`src/rtl/tesla_pp_driver.sv`:
```
// Push-pull Tesla / half-bridge gate driver with button-tuned half-period.
// Ports: clk, rst_n (async active-low), btn_up_n/btn_down_n (async, active-low buttons),
//   enable, led_led (event toggle), led_tesla (first half marker), led_pp1/led_pp2
//   (complementary gates with dead time), half_period (active half-period probe).
// Optional interrupter mode: define TESLA_BURST_EN (adds BURST_ON / BURST_OFF).
module tesla_pp_driver #(
  parameter int CNT_W     = 16,
  parameter int HALF_INIT = 1654,
  parameter int HALF_MIN  = 100,
  parameter int HALF_MAX  = 50000,
  parameter int STEP      = 16,
  parameter int DEAD      = 5,
  parameter int DEB_CYC   = 1000000,
  parameter int REP_CYC   = 12500000
`ifdef TESLA_BURST_EN
  ,
  parameter int BURST_ON  = 8,
  parameter int BURST_OFF = 24
`endif
) (
  input  logic             clk,
  input  logic             rst_n,
  input  logic             btn_up_n,
  input  logic             btn_down_n,
  input  logic             enable,
  output logic             led_led,
  output logic             led_tesla,
  output logic             led_pp1,
  output logic             led_pp2,
  output logic [CNT_W-1:0] half_period
);

  localparam int DW = $clog2(DEB_CYC + 1);
  localparam int RW = $clog2(REP_CYC + 1);
  localparam logic [CNT_W-1:0] INIT_V    = CNT_W'(HALF_INIT);
  localparam logic [CNT_W-1:0] MIN_V     = CNT_W'(HALF_MIN);
  localparam logic [CNT_W-1:0] MAX_V     = CNT_W'(HALF_MAX);
  localparam logic [CNT_W:0]   MIN_X     = (CNT_W+1)'(HALF_MIN);
  localparam logic [CNT_W:0]   MAX_X     = (CNT_W+1)'(HALF_MAX);
  localparam logic [CNT_W:0]   STEP_X    = (CNT_W+1)'(STEP);
  localparam logic [CNT_W-1:0] DEAD_P1   = CNT_W'(DEAD + 1);
  localparam logic [CNT_W-1:0] DEAD_LAST = CNT_W'(DEAD - 1);

  // ---------------- button debounce: index 0 = up, 1 = down ----------------
  logic [1:0]    btn_raw;
  logic [1:0]    sync1, sync2, lvl, ev;
  logic [DW-1:0] dcnt [2];
  logic [RW-1:0] rcnt [2];

  assign btn_raw = {btn_down_n, btn_up_n};

  always_ff @(posedge clk or negedge rst_n) begin
    if (!rst_n) begin
      sync1 <= 2'b11;
      sync2 <= 2'b11;
      lvl   <= 2'b11;
      ev    <= 2'b00;
      for (int i = 0; i < 2; i++) begin
        dcnt[i] <= '0;
        rcnt[i] <= '0;
      end
    end else begin
      sync1 <= btn_raw;
      sync2 <= sync1;
      for (int i = 0; i < 2; i++) begin
        ev[i] <= 1'b0;
        // Auto-repeat runs while the accepted level is low, including the
        // debounce window of a release.
        if (!lvl[i]) begin
          if (rcnt[i] == RW'(REP_CYC - 1)) begin
            rcnt[i] <= '0;
            ev[i]   <= 1'b1;
          end else begin
            rcnt[i] <= rcnt[i] + RW'(1);
          end
        end
        if (sync2[i] != lvl[i]) begin
          if (dcnt[i] == DW'(DEB_CYC - 1)) begin
            lvl[i]  <= sync2[i];
            dcnt[i] <= '0;
            rcnt[i] <= '0;
            if (!sync2[i]) ev[i] <= 1'b1;
          end else begin
            dcnt[i] <= dcnt[i] + DW'(1);
          end
        end else begin
          dcnt[i] <= '0;
        end
      end
    end
  end

  // ---------------- pending half-period (saturating, CNT_W+1 wide math) ------
  logic [CNT_W-1:0] pend;
  logic [CNT_W:0]   pend_up, pend_dn;

  assign pend_up = {1'b0, pend} - STEP_X;
  assign pend_dn = {1'b0, pend} + STEP_X;

  always_ff @(posedge clk or negedge rst_n) begin
    if (!rst_n) begin
      pend    <= INIT_V;
      led_led <= 1'b0;
    end else begin
      if (ev[0] && ev[1])
        pend <= INIT_V;
      else if (ev[0])
        pend <= (pend_up[CNT_W] || pend_up < MIN_X) ? MIN_V : pend_up[CNT_W-1:0];
      else if (ev[1])
        pend <= (pend_dn > MAX_X) ? MAX_V : pend_dn[CNT_W-1:0];
      if (ev[0] || ev[1]) led_led <= ~led_led;
    end
  end

  // ---------------- bridge FSM ----------------
  typedef enum logic [2:0] {IDLE, PH_A, DEAD_A, PH_B, DEAD_B} state_t;
  state_t           state, state_nx;
  logic [CNT_W-1:0] cnt, ph_last;
  logic             load;
  logic             run_ok;       // IDLE may start a period
  logic             wrap_to_idle; // burst complete at end of DEAD_B

  assign ph_last = half_period - DEAD_P1;

`ifdef TESLA_BURST_EN
  localparam int BW = $clog2(BURST_ON + 1);
  localparam int OW = CNT_W + $clog2(2 * BURST_OFF + 1);
  logic [BW-1:0] burst_cnt;
  logic [OW-1:0] off_cnt, off_last;
  logic          in_off;

  assign off_last     = OW'(half_period) * OW'(2 * BURST_OFF) - OW'(1);
  assign run_ok       = !in_off || (off_cnt == off_last);
  assign wrap_to_idle = (burst_cnt == BW'(BURST_ON - 1));

  always_ff @(posedge clk or negedge rst_n) begin
    if (!rst_n) begin
      burst_cnt <= '0;
      off_cnt   <= '0;
      in_off    <= 1'b0;
    end else if (!enable) begin
      burst_cnt <= '0;
      off_cnt   <= '0;
      in_off    <= 1'b0;
    end else begin
      if (state == DEAD_B && state_nx == IDLE) begin
        burst_cnt <= '0;
        off_cnt   <= '0;
        in_off    <= 1'b1;
      end else if (state == DEAD_B && state_nx == PH_A) begin
        burst_cnt <= burst_cnt + BW'(1);
      end
      if (state == IDLE && in_off) begin
        if (off_cnt == off_last) begin
          in_off  <= 1'b0;
          off_cnt <= '0;
        end else begin
          off_cnt <= off_cnt + OW'(1);
        end
      end
    end
  end
`else
  assign run_ok       = 1'b1;
  assign wrap_to_idle = 1'b0;
`endif

  always_comb begin
    state_nx = state;
    load     = 1'b0;
    case (state)
      IDLE: if (enable && run_ok) begin
        state_nx = PH_A;
        load     = 1'b1;
      end
      PH_A: if (!enable || cnt == ph_last) state_nx = DEAD_A;
      DEAD_A: if (cnt == DEAD_LAST) begin
        if (enable) begin
          state_nx = PH_B;
          load     = 1'b1;
        end else begin
          state_nx = IDLE;
        end
      end
      PH_B: if (!enable || cnt == ph_last) state_nx = DEAD_B;
      DEAD_B: if (cnt == DEAD_LAST) begin
        if (enable && !wrap_to_idle) begin
          state_nx = PH_A;
          load     = 1'b1;
        end else begin
          state_nx = IDLE;
        end
      end
      default: state_nx = IDLE;
    endcase
  end

  // Outputs are registered from the next state so they line up with state.
  always_ff @(posedge clk or negedge rst_n) begin
    if (!rst_n) begin
      state       <= IDLE;
      cnt         <= '0;
      half_period <= INIT_V;
      led_pp1     <= 1'b0;
      led_pp2     <= 1'b0;
      led_tesla   <= 1'b0;
    end else begin
      state     <= state_nx;
      cnt       <= (state_nx != state || state_nx == IDLE) ? '0 : cnt + CNT_W'(1);
      // Retune only at phase entry so a running phase never gets a runt.
      if (load) half_period <= pend;
      led_pp1   <= (state_nx == PH_A);
      led_pp2   <= (state_nx == PH_B);
      led_tesla <= (state_nx == PH_A) || (state_nx == DEAD_A);
    end
  end

endmodule
```
`config.mk`:
```
export PLATFORM = sky130hd
export DESIGN_NAME = tesla_pp_driver
export DESIGN_NICKNAME = d
export VERILOG_FILES = /design/src/rtl/tesla_pp_driver.sv
export SDC_FILE = /design/constraint.sdc
export NUM_CORES = 1
export LEC_CHECK = 0
export CORE_MARGIN = 4
export CORE_UTILIZATION = 50
export DETAILED_ROUTE_END_ITERATION = 8
export HOLD_SLACK_MARGIN = 0.02
export PLACE_DENSITY = 0.67
export SYNTH_ARGS = -nofsm -noshare
export SYNTH_HDL_FRONTEND = slang
export SYNTH_SLANG_ARGS = --single-unit
```
`constraint.sdc`:
```
create_clock -name clk -period 4.47 [get_ports clk]
set_clock_uncertainty 0.2 [all_clocks]
set_input_delay 0.6705 -clock clk [delete_from_list [all_inputs] [get_ports clk]]
set_output_delay 0.6705 -clock clk [all_outputs]
set_load 0.05 [all_outputs]
```
* Yosys cells after proc, flatten, opt, wreduce, memory -nomap -nowiden
Index checks and enable logic that the tools add are counted.
** Word-level totals
- Word-level logic and storage cells :: 96
- Register bits after elaboration :: 151
** Cells by class
- Muxes and demuxes :: 39
- Bitwise logic cells :: 1
- $lt $le $gt $ge :: 2
- Reduce and logical (&&, ||, !) cells :: 13
- Eq/ne operators :: 16
- Add/sub/neg operators :: 8
** Operator list (count)
- $mux 24 :: 8
- $mux 16 :: 6
- $mux 20 :: 4
- $add 24x1->24 const B :: 2
- $eq 24x24->1 const B :: 2
- $add 20x1->20 const B :: 2
- $eq 20x20->1 const B :: 2
- $add 16x5->17 const B :: 1
- $gt 17x16->1 const B :: 1
- $lt 17x7->1 const B :: 1
- $sub 16x5->17 const B :: 1
- $add 16x1->16 const B :: 1
- $eq 16x16->1 :: 1
- $eq 16x3->1 const B :: 1
- $sub 16x3->16 const B :: 1
- $mux 3 :: 5
- $pmux 3 s5 :: 1
- $mux 1 :: 13
- $eq 3x2->1 const B :: 4
- $eq 3x1->1 const B :: 2
- $logic_not 3->1 :: 2
- $logic_or 1x1->1 :: 5
- $reduce_and 2->1 :: 2
- $eq 3x3->1 const B :: 1
- other kinds (9) :: 10

* Logic depth before layout (Yosys ltp)
- Depth in word-level cells :: 8
- Mapped depth :: 11
- Depth with buffers taken out :: 9

* Worst setup path before layout
Ideal clock, no wire load.
- Path kind :: flip-flop to flip-flop
- Start point :: reg half_period[7]
- End point :: reg cnt[0]
- Slack :: 1.387 ns
- Stages on the path, launching flop included :: 10
- Data arrival time :: 2.758 ns
- Cells stage by stage :: dfrtp_1 or4_1 buf_2 or3b_1 xnor2_1 nor4_2 a31oi_2 a31oi_4 buf_6 nor2_1
** Between the ends
- Cells in the longest elaborated chain, start to end :: 8
** Ends and longest elaborated chain
- start, declared :: line 30 : output logic [CNT_W-1:0] half_period
- start signal, assigned :: line 211 : if (load) half_period <= pend;
- $sub 16x3->16 * :: line 123 : assign ph_last = half_period - DEAD_P1;
- $eq 16x16->1 * :: line 176, 185
- $logic_or 1x1->1 * :: line 176, 185
- $mux 3 (on tied branches) :: line 185, 176
- $pmux 3 s5 * :: line 171 : case (state)
- $ne 3x3->1 or $logic_not 3->1 (tied branches) :: line 209 : cnt <= (state_nx != state || state_nx == IDLE) ? '0 : cnt + CNT_W'(1);
- $logic_or 1x1->1 * :: line 209
- $mux 16 * :: line 209
- end signal, assigned :: line 209
- end, declared :: line 118 : logic [CNT_W-1:0] cnt, ph_last;
Every way passes the cells marked *; elsewhere a longest branch is shown, timed or not.
A chain may end at the register's enable or synchronous reset.

* Worst setup path in the final report
- Start point :: reg pend[4]
- End point :: reg pend[5]
** Between the ends
- Cells in the longest elaborated chain, start to end :: 6
** Ends and longest elaborated chain
- start, declared :: line 94 : logic [CNT_W-1:0] pend;
- start signal, assigned :: line 108 : pend <= (pend_up[CNT_W] || pend_up < MIN_X) ? MIN_V : pend_up[CNT_W-1:0];
- start signal, assigned :: line 110 : pend <= (pend_dn > MAX_X) ? MAX_V : pend_dn[CNT_W-1:0];
- $add 16x5->17 or $sub 16x5->17 (tied branches) :: line 98, 97
- $gt 17x16->1 or $lt 17x7->1 (tied branches) :: line 110, 108
- $mux 16 or $logic_or 1x1->1 (tied branches) :: line 110, 108
- $mux 16 (on tied branches) :: line 109, 108
- $mux 16 * :: line 107 : else if (ev[0])
- $mux 16 * :: line 105 : if (ev[0] && ev[1])
Every way passes the cells marked *; elsewhere a longest branch is shown, timed or not. The select of a mux whose other input is x is not followed.

==> metrics.cfg <==
[outcome]
status=finished clean

[die]
die_y_um=135
rows=46
die_x_um=135
start_util_pct=51.0
pin_count=25
die-area_um2=18200
core_area_um2=15800

[timing]
fin_ws_ns=1.18
finalCritPeriodShare_pct=73.6
report.final.slew_viol_count=0
setup_viol=0
rsz0062_at_grt=false
fin_crit_ns=3.29
fmaxAchievable_mhz=304
worstMarginPinSlew_ns=0.769
setup_tns_ns=0
hold_violations=0
maxSlewHeadroom_pct=48.7

[detailed_routing]
dr.pass1.iters=5
remaining_drc_errors=0
wl_per_cell_um=14.8
wl_met2_mm=7.25
num_vias=6129
route.met3.wl_um=663
routed_wl_mm=16.2
dr.first_iter.drc_count=476
avgViaCountPerCell=5.58
postRouteAntennaNets=0
wl_met1_mm=8.10
top_layer=met4

[yosys]
synth_top_family_by_area=simple AND/OR/NAND/NOR gates
syn_inst=862
yosys.area_share.adder_pct=1.55
async_reset_ff_share_pct=100
yosysTopAreaCell=dfrtp_1
synth_compound_area_share_pct=8.54
postSynthAreaPerCell_um2=9.36
synth-simple-area-share_pct=24.6
synthTopCellsByArea=dfrtp_1, xor2_1, dfstp_2, nor2_1, xnor2_1
synth_area_um2=8070
synthXorXnorAreaFrac_pct=13.0
ys.flop_type=dfrtp_1
synth_cell_types=67
muxShareOfSynthArea_pct=3.12
ys_seq_area_share_pct=45.9
ys_ff_latch=147
synth_enable_flop_cells=0
synth_top_area_share_pct=39.4
yosysWarnings=0

[power]
switching_share_pct=24.7
ir_worst_vdd_mv=0.290
powerDensity_nw_per_um2=352
clockPowerShare_pct=45.7
power.internal_uw=2400
switching_power_uw=784
combPwrFrac_pct=9.7
p_leak_uw=0.00389
sequentialPowerShare_pct=44.7

[worst_setup_path]
r2r_slack_ns=1.18
startpoint_type=flip-flop
r2r_end=pend[5]
cp-end-kind=flip-flop
rr_startpoint=pend[4]
r2r_cells=8
cp_max_fo=16
arrival_ns=3.43
required_ns=4.61
critPathKind=reg -> reg

[final_layout]
diodes=0
area_growth_syn_to_layout_pct=12.0
fillers=1410
drive_above_1_share_pct=9.86
fin_util_pct=57.1
nNetsFinal=884

[clock_tree]
post_cts_buffers=0
numCtsBuffers=17
cts.htree.levels=4
cts_sinks=147
clk_pin_slew_worst_paths_ns=0.06
insertion_delay_ns=0.42
cts_root_buf=clkbuf_16
clk_path_buf_depth=2
cts_tree=yes
cts_hold_buf=0
cts_resized=0

[global_route]
grt_max_degree=84
antenna_found_initial=0
grt_pass1_wl_mm=27.9
grt_pass1_vias=5695
grtUsageTotal_pct=18.7
gr-total-overflow=0

[place]
portBuffers=22
hpwl_mm=10.8
globalplace.congestion=0.844
dpl_worst_slack_ns=1.25

[hold_path]
hp-class=in -> async

[flow_run]
drv_cap=0

layout by cell type (no fill, tap or decap), types with 6 or more instances in the layout:
cell type	n
nand2_1	51
nor2_1	137
nor4_1	9
nand4_1	17
dfstp_2	20
o21ai_0	20
mux2_2	17
clkdlybuf4s50_1	21
nor3_1	25
clkinv_2	7
clkbuf_16	17
nand3_1	57
ha_1	10
or4_1	9
a21oi_1	29
mux2i_1	6
dfrtp_1	127
xnor2_1	52
or3_1	9
nor2b_1	6
and3b_1	6
and3_1	26
nand2b_1	10
o22ai_1	6
inv_1	23
a211oi_1	7
xor2_1	68
worst max-delay path, cell delays in order (launching register included):
cell and delay (ns):
dfstp_2 0.69, ha_1 0.36, nand3_1 0.23, a2111oi_0 0.35
a211oi_1 0.09, a211oi_1 0.45, o21ai_1 0.34, o221a_2 0.34
a31oi_1 0.14
power by group through the flow:
stage                     logic (uW)  registers [uW]  clock network (uW)
after floorplan                  211            1460                   0
after global routing             343            1430                1550
after global placement           313            1440                   0
after detailed placement         312            1440                   0
after CTS                        314            1420                1480
final                            307            1420                1450
area by class of cell:
type	instances	area, um^2	share of cell area [%]
Timing Repair Buffer	27	259	2.86
Clock buffer	21	470	5.20
Tap cell	216	270	2.99
Multi-Input combinational cell	652	4120	45.5
Clock inverter	11	133	1.47
Sequential cell	147	3700	41.0
Inverter	24	90.1	0.996
registers in the layout, summed over array words and instances, names as in the netlist, 3 cells and up:
| register | cells |
|---|---|
| pend | 14 |
| half_period | 14 |
| rcnt | 48 |
| state | 3 |
| dcnt | 40 |
| cnt | 16 |
synth_stat cells, types with 4 or more instances:
cell type,count
nor2_1,137
nor4_1,9
xnor2_1,52
nand2_1,51
dfrtp_1,127
nand3_1,57
mux2i_1,6
clkbuf_1,32
and3_1,26
nor2b_1,6
dfstp_2,20
and3b_1,6
or4_1,9
xor2_1,68
inv_1,23
nand4_1,17
o211ai_1,4
or3_1,9
nand2b_1,10
o22ai_1,6
nor3_1,26
mux2_2,17
o21ai_1,4
a211oi_1,7
nor4b_1,5
a31oi_1,5
o21ai_0,20
o31ai_1,4
ha_1,10
a21oi_1,29
metrics by stage:
stage	cells	power (uW)	hold slack (ns)	instance area, um^2
after CTS	1098	3220	0.125	9040
after global routing	1098	3320	0.161	9040
after detailed placement	1066	1760	0.147	8440
final	1098	3180	0.0801	9040
after floorplan	863	1670	0.145	8080
after global placement	1066	1760	0.146	8440
kinds of logic after synthesis:
logic type               count (synthesis)
AO/OA/AOI/OAI                          105
XOR/XNOR                               120
adder cells (fa/ha/maj)                 10
buffers and inverters                   64
flip-flops                             147
multiplexers                            23
other                                    1
AND/OR/NAND/NOR                        392
how the worst max path moves through the flow:
stage | startpoint | endpoint | slack [ns]
after global routing | pend[4] | pend[1] | 0.97
after CTS | pend[4] | pend[1] | 1.22
after floorplan | half_period[7] | cnt[0] | 1.39
after detailed placement | half_period[1] | cnt[3] | 1.25
after global placement | pend[4] | pend[5] | 1.29
final | pend[4] | pend[5] | 1.18
metal layers:
| metal | track usage [%] | up-vias |
|---|---|---|
| met4 | 5.94 | 0 |
| li1 | - | 3006 |
| met5 | 0 | - |
| met2 | 28.4 | 135 |
| met1 | 27.3 | 2964 |
| met3 | 3.61 | 24 |
Power figures use the tool's default switching activity.
